$ cat src/rtl/wrap_counter_bank.sv
// wrap_counter_bank
//   Bank of N independent bounded counters. Each channel counts inside
//   [LO, HI] with its own enable, direction and synchronous load. At a range
//   end a channel wraps to the opposite end (MODE 0) or stays at that end
//   (MODE 1). Either way it raises a one-cycle edge_hit pulse.
//
// Parameters
//   W     counter width in bits
//   N     number of channels
//   LO    lowest legal count and reset value
//   HI    highest legal count (0 <= LO < HI <= 2^W-1)
//   MODE  0 = wrap at range ends, 1 = saturate at range ends
//
// Ports
//   clk       clock, all state updates on posedge
//   rst       synchronous active-high reset
//   en        [N]    per-channel count enable
//   dir       [N]    per-channel direction, 1 = up, 0 = down
//   ld        [N]    per-channel synchronous load request
//   ld_val    [N*W]  per-channel load values, channel i at [i*W +: W]
//   count     [N*W]  per-channel registered counts
//   edge_hit  [N]    one-cycle pulse when a boundary event takes effect
//   ld_err    [N]    sticky, set when an out-of-range load is rejected
//
// Optional build macro
//   WRAP_COUNTER_PROP_EN  compiles range and edge_hit assertions plus an
//                         edge_hit cover. Behaviour is unchanged either way.

module wrap_counter_bank #(
  parameter int W    = 4,
  parameter int N    = 2,
  parameter int LO   = 1,
  parameter int HI   = 15,
  parameter int MODE = 0
) (
  input  logic           clk,
  input  logic           rst,
  input  logic [N-1:0]   en,
  input  logic [N-1:0]   dir,
  input  logic [N-1:0]   ld,
  input  logic [N*W-1:0] ld_val,
  output logic [N*W-1:0] count,
  output logic [N-1:0]   edge_hit,
  output logic [N-1:0]   ld_err
);

  if (LO < 0 || LO >= HI || longint'(HI) > ((longint'(1) << W) - 1)) begin : g_bad_range
    $error("wrap_counter_bank: requires 0 <= LO < HI <= 2^W-1");
  end

  if (MODE != 0 && MODE != 1) begin : g_bad_mode
    $error("wrap_counter_bank: MODE must be 0 or 1");
  end

  localparam logic [W-1:0] LO_W = W'(LO);
  localparam logic [W-1:0] HI_W = W'(HI);
  // Range checks are done one bit wider so they stay meaningful when HI
  // is the all-ones value.
  localparam logic [W:0]   LO_X = (W+1)'(LO);
  localparam logic [W:0]   HI_X = (W+1)'(HI);

  function automatic logic in_range(input logic [W-1:0] v);
    return ({1'b0, v} >= LO_X) && ({1'b0, v} <= HI_X);
  endfunction

  // True when a step in the requested direction would leave the range.
  function automatic logic at_bound(input logic [W-1:0] c, input logic up);
    return up ? (c == HI_W) : (c == LO_W);
  endfunction

  // Next count for an enabled step. The boundary compare decides the wrap
  // or saturate case, so the +/-1 never relies on natural overflow.
  function automatic logic [W-1:0] step(input logic [W-1:0] c, input logic up);
    logic [W-1:0] nxt;
    if (at_bound(c, up)) begin
      if (MODE == 1) nxt = c;
      else           nxt = up ? LO_W : HI_W;
    end else begin
      nxt = up ? (c + W'(1)) : (c - W'(1));
    end
    return nxt;
  endfunction

  for (genvar i = 0; i < N; i++) begin : g_ch
    logic [W-1:0] cnt_p0;
    logic         hit_p0;
    logic         err_p0;
    logic [W-1:0] ldv;

    assign ldv = ld_val[i*W +: W];

    // ---- stage p0: count / pulse / sticky error registers ----
    always_ff @(posedge clk) begin
      if (rst) begin
        cnt_p0 <= LO_W;
        hit_p0 <= 1'b0;
        err_p0 <= 1'b0;
      end else if (ld[i]) begin
        // A rejected load still consumes the cycle: en is dropped.
        hit_p0 <= 1'b0;
        if (in_range(ldv)) cnt_p0 <= ldv;
        else               err_p0 <= 1'b1;
      end else if (en[i]) begin
        cnt_p0 <= step(cnt_p0, dir[i]);
        hit_p0 <= at_bound(cnt_p0, dir[i]);
      end else begin
        hit_p0 <= 1'b0;
      end
    end

    assign count[i*W +: W] = cnt_p0;
    assign edge_hit[i]     = hit_p0;
    assign ld_err[i]       = err_p0;

`ifdef WRAP_COUNTER_PROP_EN
    logic rst_seen;
    always_ff @(posedge clk) begin
      if (rst) rst_seen <= 1'b1;
    end

    always @(posedge clk) begin
      if (rst_seen) begin
        assert (in_range(cnt_p0));
        assert (!hit_p0 || cnt_p0 == LO_W || cnt_p0 == HI_W);
      end
    end

    cover property (@(posedge clk) hit_p0);
`endif
  end

endmodule

$ cat config.mk
export PLATFORM = sky130hd
export DESIGN_NAME = wrap_counter_bank
export DESIGN_NICKNAME = d
export VERILOG_FILES = /design/src/rtl/wrap_counter_bank.sv
export SDC_FILE = /design/constraint.sdc
export NUM_CORES = 1
export LEC_CHECK = 0
export CELL_PAD_IN_SITES_DETAIL_PLACEMENT = 1
export CELL_PAD_IN_SITES_GLOBAL_PLACEMENT = 2
export CORE_MARGIN = 2
export CORE_UTILIZATION = 28
export DETAILED_ROUTE_END_ITERATION = 10
export PLACE_DENSITY_LB_ADDON = 0.1
export SETUP_SLACK_MARGIN = 0.3
export SYNTH_ARGS = -nofsm -noshare
export SYNTH_HDL_FRONTEND = slang
export SYNTH_SLANG_ARGS = --single-unit
$ cat constraint.sdc
create_clock -name clk -period 3 [get_ports clk]
set_input_delay 0.6 -clock clk [delete_from_list [all_inputs] [get_ports clk]]
set_output_delay 0.6 -clock clk [all_outputs]
set_load 0.05 [all_outputs]
==> impl_metrics.ini, run 1 <==
[route]
drt_wl_total_um = 2584
detail_route.wl_per_cell_um = 14.44
vias = 935
drtAntennaViolNets = 0
remaining_drc_errors = 0
drtPass1Iterations = 4
viasPerCell = 5.223
drt_iter0_markers = 20

[floorplan]
die_w_um = 61.39
die_h_um = 61.39
num_rows = 20
start_util = 0.2972
die-area_sq_um = 3768
io_pins = 28
core-area_sq_um = 3103

[power_and_ir_drop]
power.leakage_uw = 0.0004387
p_total_uw = 478.9
ir_drop_mv = 0.1204
p_per_area_nw_per_um2 = 396.2

[cts]
clock_path_buffers = 2
cts_root_buf = clkbuf_4
worstSkewPairLatency_ns = 0.26
clkSlewWorstSetupHoldPaths_ns = 0.08
numCtsBuffers = 3
htree_levels = 1
ctsResizeCount = 0
cts-hold-fix-buffers = 0
cts_sinks = 12
post_cts_buffers = 0
cts_tree = built

[cells_and_area]
area_growth_pct = 31.07
drive_above_1_share = 0.05926
antenna_cells = 0
final_common_cell = clkdlybuf4s50_1
final_cell_mix = clkdlybuf4s50_1 (27), dfxtp_1 (12), inv_1 (8)
layout.nets = 159
fillers = 401
final_cell_area_sq_um = 1209

[yosys]
synth_area_sq_um = 922.1
syn_area_per_cell_sq_um = 8.019
ys_types = 43
synth-main-ff-cell = dfxtp_1
syn_inst = 115
ys_ff_latch = 12
synth_edf_count = 0
async_flop_share = 0
ys.warnings.count = 0
synthesis.nets = 137
synth_seq_area_share = 0.2605

[critical_path]
path_max_fanout = 11
required_ns = 2.40
critPathArrivalTime_ns = 1.66
cpMaxStageDelayCell = clkdlybuf4s50_1
path_buf_inv = 1
end_kind = primary output
start_kind = register
critPathKind = reg -> out
critPathTopFamily = buffers and inverters
crit_chain = clkdlybuf4s50_1
critPathMaxStageDelay_ns = 0.87

[sta]
fin_crit_sh = 0.7536
maxSlewViolCount = 0
tightestPinTransition_ns = 0.5018
hold_viol_final = 0
fin_hold_ws_ns = 0.4707
finalCriticalPeriod_ns = 2.261
rsz0062_at_grt = false
max_clock_freq_mhz = 442.3
fin_worst_skew_ns = 0.005907
slew_headroom = 0.6645
setup_tns_ns = 0
setup_violations = 0

[global_route]
grt_pass1_vias = 962
grt_usage = 0.1593
antenna_found_initial = 0
grt_overflow = 0
grt_pass1_wl_um = 4416
grt_max_degree = 13

[placement]
dp_hpwl_um = 2059
gp_congestion = 0.7842
placed_area_sq_um = 1186
io_buffers = 27

[flow_run]
max-cap-violations = 0

[hold_path]
hp-class = reg -> reg

[status]
status = complete, no violations
-- metrics by stage --
| step | cells | setup WS (ns) | utilization |
|---|---|---|---|
| 4_1_cts | 179 | 0.7198 | 0.3895 |
| 3_3_place_gp | 176 | 0.6527 | 0.3823 |
| 2_1_floorplan | 115 | 1.078 | - |
| 6_report | 179 | 0.7392 | 0.3895 |
| 3_5_place_dp | 176 | 0.6172 | 0.3823 |
| 5_1_grt | 179 | 0.6294 | 0.3895 |
-- logic make-up after synthesis --
| logic type | share of synthesized area |
|---|---|
| flip-flops | 0.2605 |
| adder cells (fa/ha/maj) | 0.08141 |
| AND/OR/NAND/NOR | 0.2795 |
| AO/OA/AOI/OAI | 0.2687 |
| buffers and inverters | 0.09904 |
| multiplexers | 0.01086 |
-- path summary, 6_finish.rpt --
check                    start           endpoint  slack [ns]  cells after the start
max          g_ch[0].cnt_p0[2]           count[2]        0.74                      1
min             g_ch[0].err_p0     g_ch[0].err_p0        0.47                      1
max reg2reg  g_ch[1].cnt_p0[0]  g_ch[1].cnt_p0[3]        1.24                      5
min reg2reg     g_ch[0].err_p0     g_ch[0].err_p0        0.47                      1
-- per-layer routing --
metal,track usage,up-vias,part of all wire
li1,-,470,-
met1,0.1797,445,0.42
met2,0.3009,18,0.54
met3,0.02521,2,0.031
met4,0.05471,0,0.010
met5,0,-,0
-- Yosys cell counts (2+ instances only) --
master,count,share of area
ha_1,6,0.081
a221o_1,2,0.022
nand2_1,5,0.020
nand3_1,2,0.011
nor2_1,5,0.020
inv_1,8,0.033
clkbuf_1,4,0.016
nor2b_1,6,0.041
buf_4,4,0.033
nor4b_1,2,0.019
dfxtp_1,12,0.26
nor3b_1,3,0.024
a2111oi_0,2,0.019
a31oi_1,3,0.020
o21ai_0,6,0.033
nand2b_1,5,0.034
nor3_1,5,0.027
o21a_1,2,0.016
a221oi_1,2,0.019
nor4_1,2,0.014
a21oi_1,7,0.038
-- registers in the layout, indices dropped and copies added, names as in the netlist --
| signal | flops |
|---|---|
| g_ch.cnt_p0 | 8 |
| g_ch.err_p0 | 2 |
| g_ch.hit_p0 | 2 |
-- power breakdown --
group / internal, uW / switching (uW) / total, uW / leakage (uW)
Combinational: 81.7 / 107 / 189 / 0.000326
Clock: 46.3 / 49.6 / 95.9 / 0.0000138
Sequential: 171 / 22.8 / 194 / 0.0000989
Total: 299 / 179 / 479 / 0.000439
-- area by class of cell --
cell class,instances,area (sq um),area share
multi-input combinational,85,590.6,0.4886
inverter,8,30.03,0.02484
timing repair buffer,27,270.3,0.2236
tap,44,55.05,0.04555
sequential,12,240.2,0.1988
clock buffer,3,22.52,0.01863
Note: power is estimated with default switching activity, not from simulation.
==> run 2: changes to the inputs <==
--- a/config.mk
+++ b/config.mk
@@ -8,7 +8,7 @@
 export CELL_PAD_IN_SITES_DETAIL_PLACEMENT = 1
 export CELL_PAD_IN_SITES_GLOBAL_PLACEMENT = 2
 export CORE_MARGIN = 2
-export CORE_UTILIZATION = 28
+export CORE_UTILIZATION = 23
 export DETAILED_ROUTE_END_ITERATION = 10
 export PLACE_DENSITY_LB_ADDON = 0.1
 export SETUP_SLACK_MARGIN = 0.3
==> constraint.sdc (replaced) <==
create_clock -name clk -period 2.05 [get_ports clk]
set_input_delay 0.41 -clock clk [delete_from_list [all_inputs] [get_ports clk]]
set_output_delay 0.41 -clock clk [all_outputs]
set_load 0.05 [all_outputs]
==> impl_metrics.ini, run 2 (synthesis gave the netlist of run 1 again) <==
[sta]
setup_violations = 0
tightestPinTransition_ns = 0.5031
fin_worst_skew_ns = 0.0004242
maxSlewViolCount = 0
slew_headroom = 0.6659
hold_viol_final = 0
max_clock_freq_mhz = 579.1
rsz0062_at_grt = false
finalCriticalPeriod_ns = 1.727
layout_setup_ws_ns = 0.3231
fin_crit_sh = 0.8424

[placement]
dp_hpwl_um = 2241
pre_cts_ws_ns = -0.06215
io_buffers = 27
gp_congestion = 0.7463

[flow_run]
max-cap-violations = 0

[cts]
clkSlewWorstSetupHoldPaths_ns = 0.06
numCtsBuffers = 3
cts-hold-fix-buffers = 0
htree_levels = 1
cts_sinks = 12
clock_path_buffers = 2
worstSkewPairLatency_ns = 0.24
cts_tree = built
cts_root_buf = clkbuf_8

[route]
drt_wl_total_um = 2856
viasPerCell = 4.869
vias = 969
drtPass1Iterations = 4
drt_iter0_markers = 26
detail_route.wl_per_cell_um = 14.35
remaining_drc_errors = 0
drtAntennaViolNets = 0

[cells_and_area]
largest_register_ffs = 8
area_growth_pct = 48.71
top_regs = g_ch.cnt_p0: 8 flops, g_ch.err_p0: 2 flops, g_ch.hit_p0: 2 flops
drive_above_1_share = 0.2215
layout.nets = 172
final_cell_mix = buf_4 (15), clkdlybuf4s50_1 (11), dlygate4sd2_1 (11)
antenna_cells = 0
fillers = 483
top_register = g_ch.cnt_p0
finalCoreUtilization = 0.3478
final_common_cell = buf_4

[floorplan]
die_w_um = 67.32
core-area_sq_um = 3943
die_h_um = 67.32
die-area_sq_um = 4532
start_util = 0.2339
num_rows = 23
io_pins = 28

[hold_path]
hp-class = reg -> reg
min_from = g_ch[0].err_p0

[power_and_ir_drop]
p_total_uw = 844.2
power.leakage_uw = 0.0005912
p_per_area_nw_per_um2 = 615.6
ir_drop_mv = 0.2995

[global_route]
antenna_found_initial = 0
grt_overflow = 0
grt_usage = 0.1375
grt_pass1_wl_um = 4712
grt_max_degree = 12
grt_pass1_vias = 992

[status]
status = complete, no violations

[critical_path]
path_max_fanout = 6
critPathKind = in -> reg
end_kind = register
critPathArrivalTime_ns = 1.85
crit_start = ld_val[6]
rr_startpoint = g_ch[1].cnt_p0[0]
required_ns = 2.17
start_kind = primary input
r2r_setup_slack_ns = 0.42
==> run 2: path summary, 6_finish.rpt <==
check                      endpoint  depth (start not counted)
setup / recovery  g_ch[1].cnt_p0[0]                          6
hold / removal       g_ch[0].err_p0                          1
setup reg to reg  g_ch[1].cnt_p0[3]                          4
hold reg to reg      g_ch[0].err_p0                          1
==> run 2: through the flow <==
stage | TNS [ns] | instances | instance area [sq um] | hold slack (ns)
global route | 0 | 199 | 1371 | 0.5122
detailed placement | -0.06215 | 193 | 1277 | 0.4608
floorplan | 0 | 115 | 928.4 | 0.4380
finish | 0 | 199 | 1371 | 0.4627
CTS | 0 | 197 | 1333 | 0.4699
global placement | 0 | 193 | 1277 | 0.4541
==> run 2: critical path, cell delays in order <==
cell,delay (ns)
clkdlybuf4s50_1,0.54
nor4_4,0.05
o21a_2,0.26
buf_4,0.14
buf_4,0.12
a221o_1,0.33
==> run 2: power by group <==
group | internal [uW] | total, uW | switching (uW)
clock network | 170 | 260 | 90.3
registers | 254 | 289 | 35.3
logic | 131 | 295 | 164
==> run 2: cell type report <==
| type | count | area [sq um] | share of cell area |
|---|---|---|---|
| multi-input combinational | 85 | 620.6 | 0.4526 |
| timing repair buffer | 40 | 356.6 | 0.2600 |
| sequential | 12 | 246.5 | 0.1797 |
| tap | 50 | 62.56 | 0.04562 |
| clock buffer | 4 | 55.05 | 0.04015 |
| inverter | 8 | 30.03 | 0.02190 |
==> run 2: per-layer routing <==
layer	GRT usage	routed length, um
met3	0.03000	93
met2	0.2178	1282
met1	0.1903	1462
met5	0	0
met4	0.03061	17
==> run 2: repair_timing <==
item / 4_1_cts / 5_1_grt
pin swaps: 0 / 2
setup endpoints to repair: 13 / 3
buffers inserted: 0 / 2
resized for setup: 14 / 5
==> run 3: changes to the inputs <==
==> constraint.sdc (replaced) <==
create_clock -name clk -period 1.39 [get_ports clk]
set_input_delay 0.278 -clock clk [delete_from_list [all_inputs] [get_ports clk]]
set_output_delay 0.278 -clock clk [all_outputs]
set_load 0.05 [all_outputs]
==> impl_metrics.ini, run 3 (synthesis gave the netlist of run 1 again) <==
[status]
status = finished with violations
violations = negative setup slack

[sta]
finalCriticalPeriod_ns = 1.585
rsz0062_at_grt = true
tightestPinTransition_ns = 0.3280
fin_hold_ws_ns = 0.3725
setup_violations = 7
maxSlewViolCount = 0
layout_setup_ws_ns = -0.1952
hold_viol_final = 0
slew_headroom = 0.7809
setup_tns_ns = -0.5069
fin_worst_skew_ns = 0.001345
fin_crit_sh = 1.140
max_clock_freq_mhz = 630.8

[power_and_ir_drop]
power.internal_uw = 1073
seqPwrFrac = 0.261
p_per_area_nw_per_um2 = 786.2
p_comb_frac = 0.502
power.leakage_uw = 0.0008730
power.share.clock = 0.237
ir_drop_mv = 0.5725
p_total_uw = 1620
p_sw_uw = 547.6
power_switching_share = 0.3380

[floorplan]
core-area_sq_um = 3943
die-area_sq_um = 4532
start_util = 0.2339
io_pins = 28
die_w_um = 67.32
die_h_um = 67.32
num_rows = 23

[cells_and_area]
layout.nets = 209
final_cell_area_sq_um = 2061
layoutNonFillerInstCount = 236
final_cell_mix = buf_4 (34), buf_6 (15), buf_12 (13)
antenna_cells = 0
top_regs = g_ch.cnt_p0: 8 flops, g_ch.err_p0: 2 flops, g_ch.hit_p0: 2 flops
largest_register_ffs = 8
top_register = g_ch.cnt_p0
drive_above_1_share = 0.6022
area_growth_pct = 123.5
final_common_cell = buf_4

[global_route]
grt_pass1_wl_um = 5582
grt_overflow = 0
grt_pass1_vias = 1218
antenna_found_initial = 0
grt_usage = 0.1672
grt_max_degree = 9

[critical_path]
critPathKind = reg -> reg
crit_chain = or4_4 > a221o_1 > a211oi_2 > a311o_2
critPathMaxStageDelay_ns = 0.54
start_kind = register
critPathTopFamily = compound AO/OA/AOI/OAI gates
path_max_fanout = 3
cpMaxStageDelayCell = or4_4
required_ns = 1.58
end_kind = register
path_buf_inv = 0
critPathArrivalTime_ns = 1.77

[cts]
numCtsBuffers = 3
cts_root_buf = clkbuf_8
cts_sinks = 12
cts_tree = built
clock_path_buffers = 2
worstSkewPairLatency_ns = 0.24
htree_levels = 1
clkSlewWorstSetupHoldPaths_ns = 0.05

[placement]
dp.cells = 220
placed_area_sq_um = 1698
io_buffers = 27
gp_congestion = 0.7951
dp_hpwl_um = 2705

[hold_path]
hp-class = in -> reg

[route]
drt_iter0_markers = 32
detail_route.wl_per_cell_um = 15.19
drtAntennaViolNets = 0
drt_wl_total_um = 3585
viasPerCell = 5.021
remaining_drc_errors = 0
drtPass1Iterations = 4
vias = 1185

[flow_run]
max-cap-violations = 0
==> run 3: changes by cell type in the layout (fill, tap and decap cells not counted), moves of 5 or more <==
cell	before	now
clkdlybuf4s50_1	11	2
buf_12	0	13
ha_1	6	0
ha_4	0	6
buf_6	0	15
dfxtp_2	5	0
dfxtp_4	0	7
buf_4	15	34
==> run 3: power groups by stage <==
stage	registers, uW	logic (uW)	clock network, uW
after floorplan	502	236	0
after global placement	428	641	0
final	423	813	385
after CTS	423	762	406
after detailed placement	431	656	0
after global routing	429	859	412
==> run 3: worst paths after layout <==
kind                                   startpoint           endpoint  slack, ns  cells after the start
worst max register to register  g_ch[1].cnt_p0[2]  g_ch[1].cnt_p0[3]      -0.20                      4
worst min-delay path                    ld_val[1]  g_ch[0].cnt_p0[1]       0.37                      3
worst min register to register     g_ch[1].err_p0     g_ch[1].err_p0       0.54                      2
worst max-delay path            g_ch[1].cnt_p0[2]  g_ch[1].cnt_p0[3]      -0.20                      4
==> run 3: final cells by class <==
type | instances | area [sq um]
sequential | 12 | 266.5
timing repair buffer | 77 | 818.3
clock buffer | 4 | 55.05
fill | 447 | 1882
tap | 50 | 62.56
multi-input combinational | 85 | 820.8
inverter | 8 | 37.54
==> run 3: layer usage <==
| metal | vias to the layer above | share of wire | track usage |
|---|---|---|---|
| met4 | 0 | 0.0081 | 0.04337 |
| met5 | - | 0 | 0 |
| li1 | 576 | - | - |
| met1 | 579 | 0.46 | 0.2159 |
| met2 | 26 | 0.49 | 0.2809 |
| met3 | 4 | 0.042 | 0.03667 |
==> run 3: worst reg2reg max path, stage by stage (launching register included) <==
cell	delay (ns)
dfxtp_4	0.35
or4_4	0.54
a221o_1	0.32
a211oi_2	0.17
a311o_2	0.15
==> run 3: metrics by stage <==
step	worst slack, ns	util
2_1_floorplan	-0.2121	-
5_1_grt	-0.2358	0.5227
6_report	-0.1952	0.5227
3_3_place_gp	-0.4962	0.4307
3_5_place_dp	-0.6223	0.4307
4_1_cts	-0.1403	0.5021
==> run 3: timing repair <==
item	4_1_cts	5_1_grt
endpoints found under the setup margin	20	19
pin swaps	21	13
buffers inserted	9	3
hold buffers	0	0
hold endpoints to repair	0	0
gates resized for setup	54	17
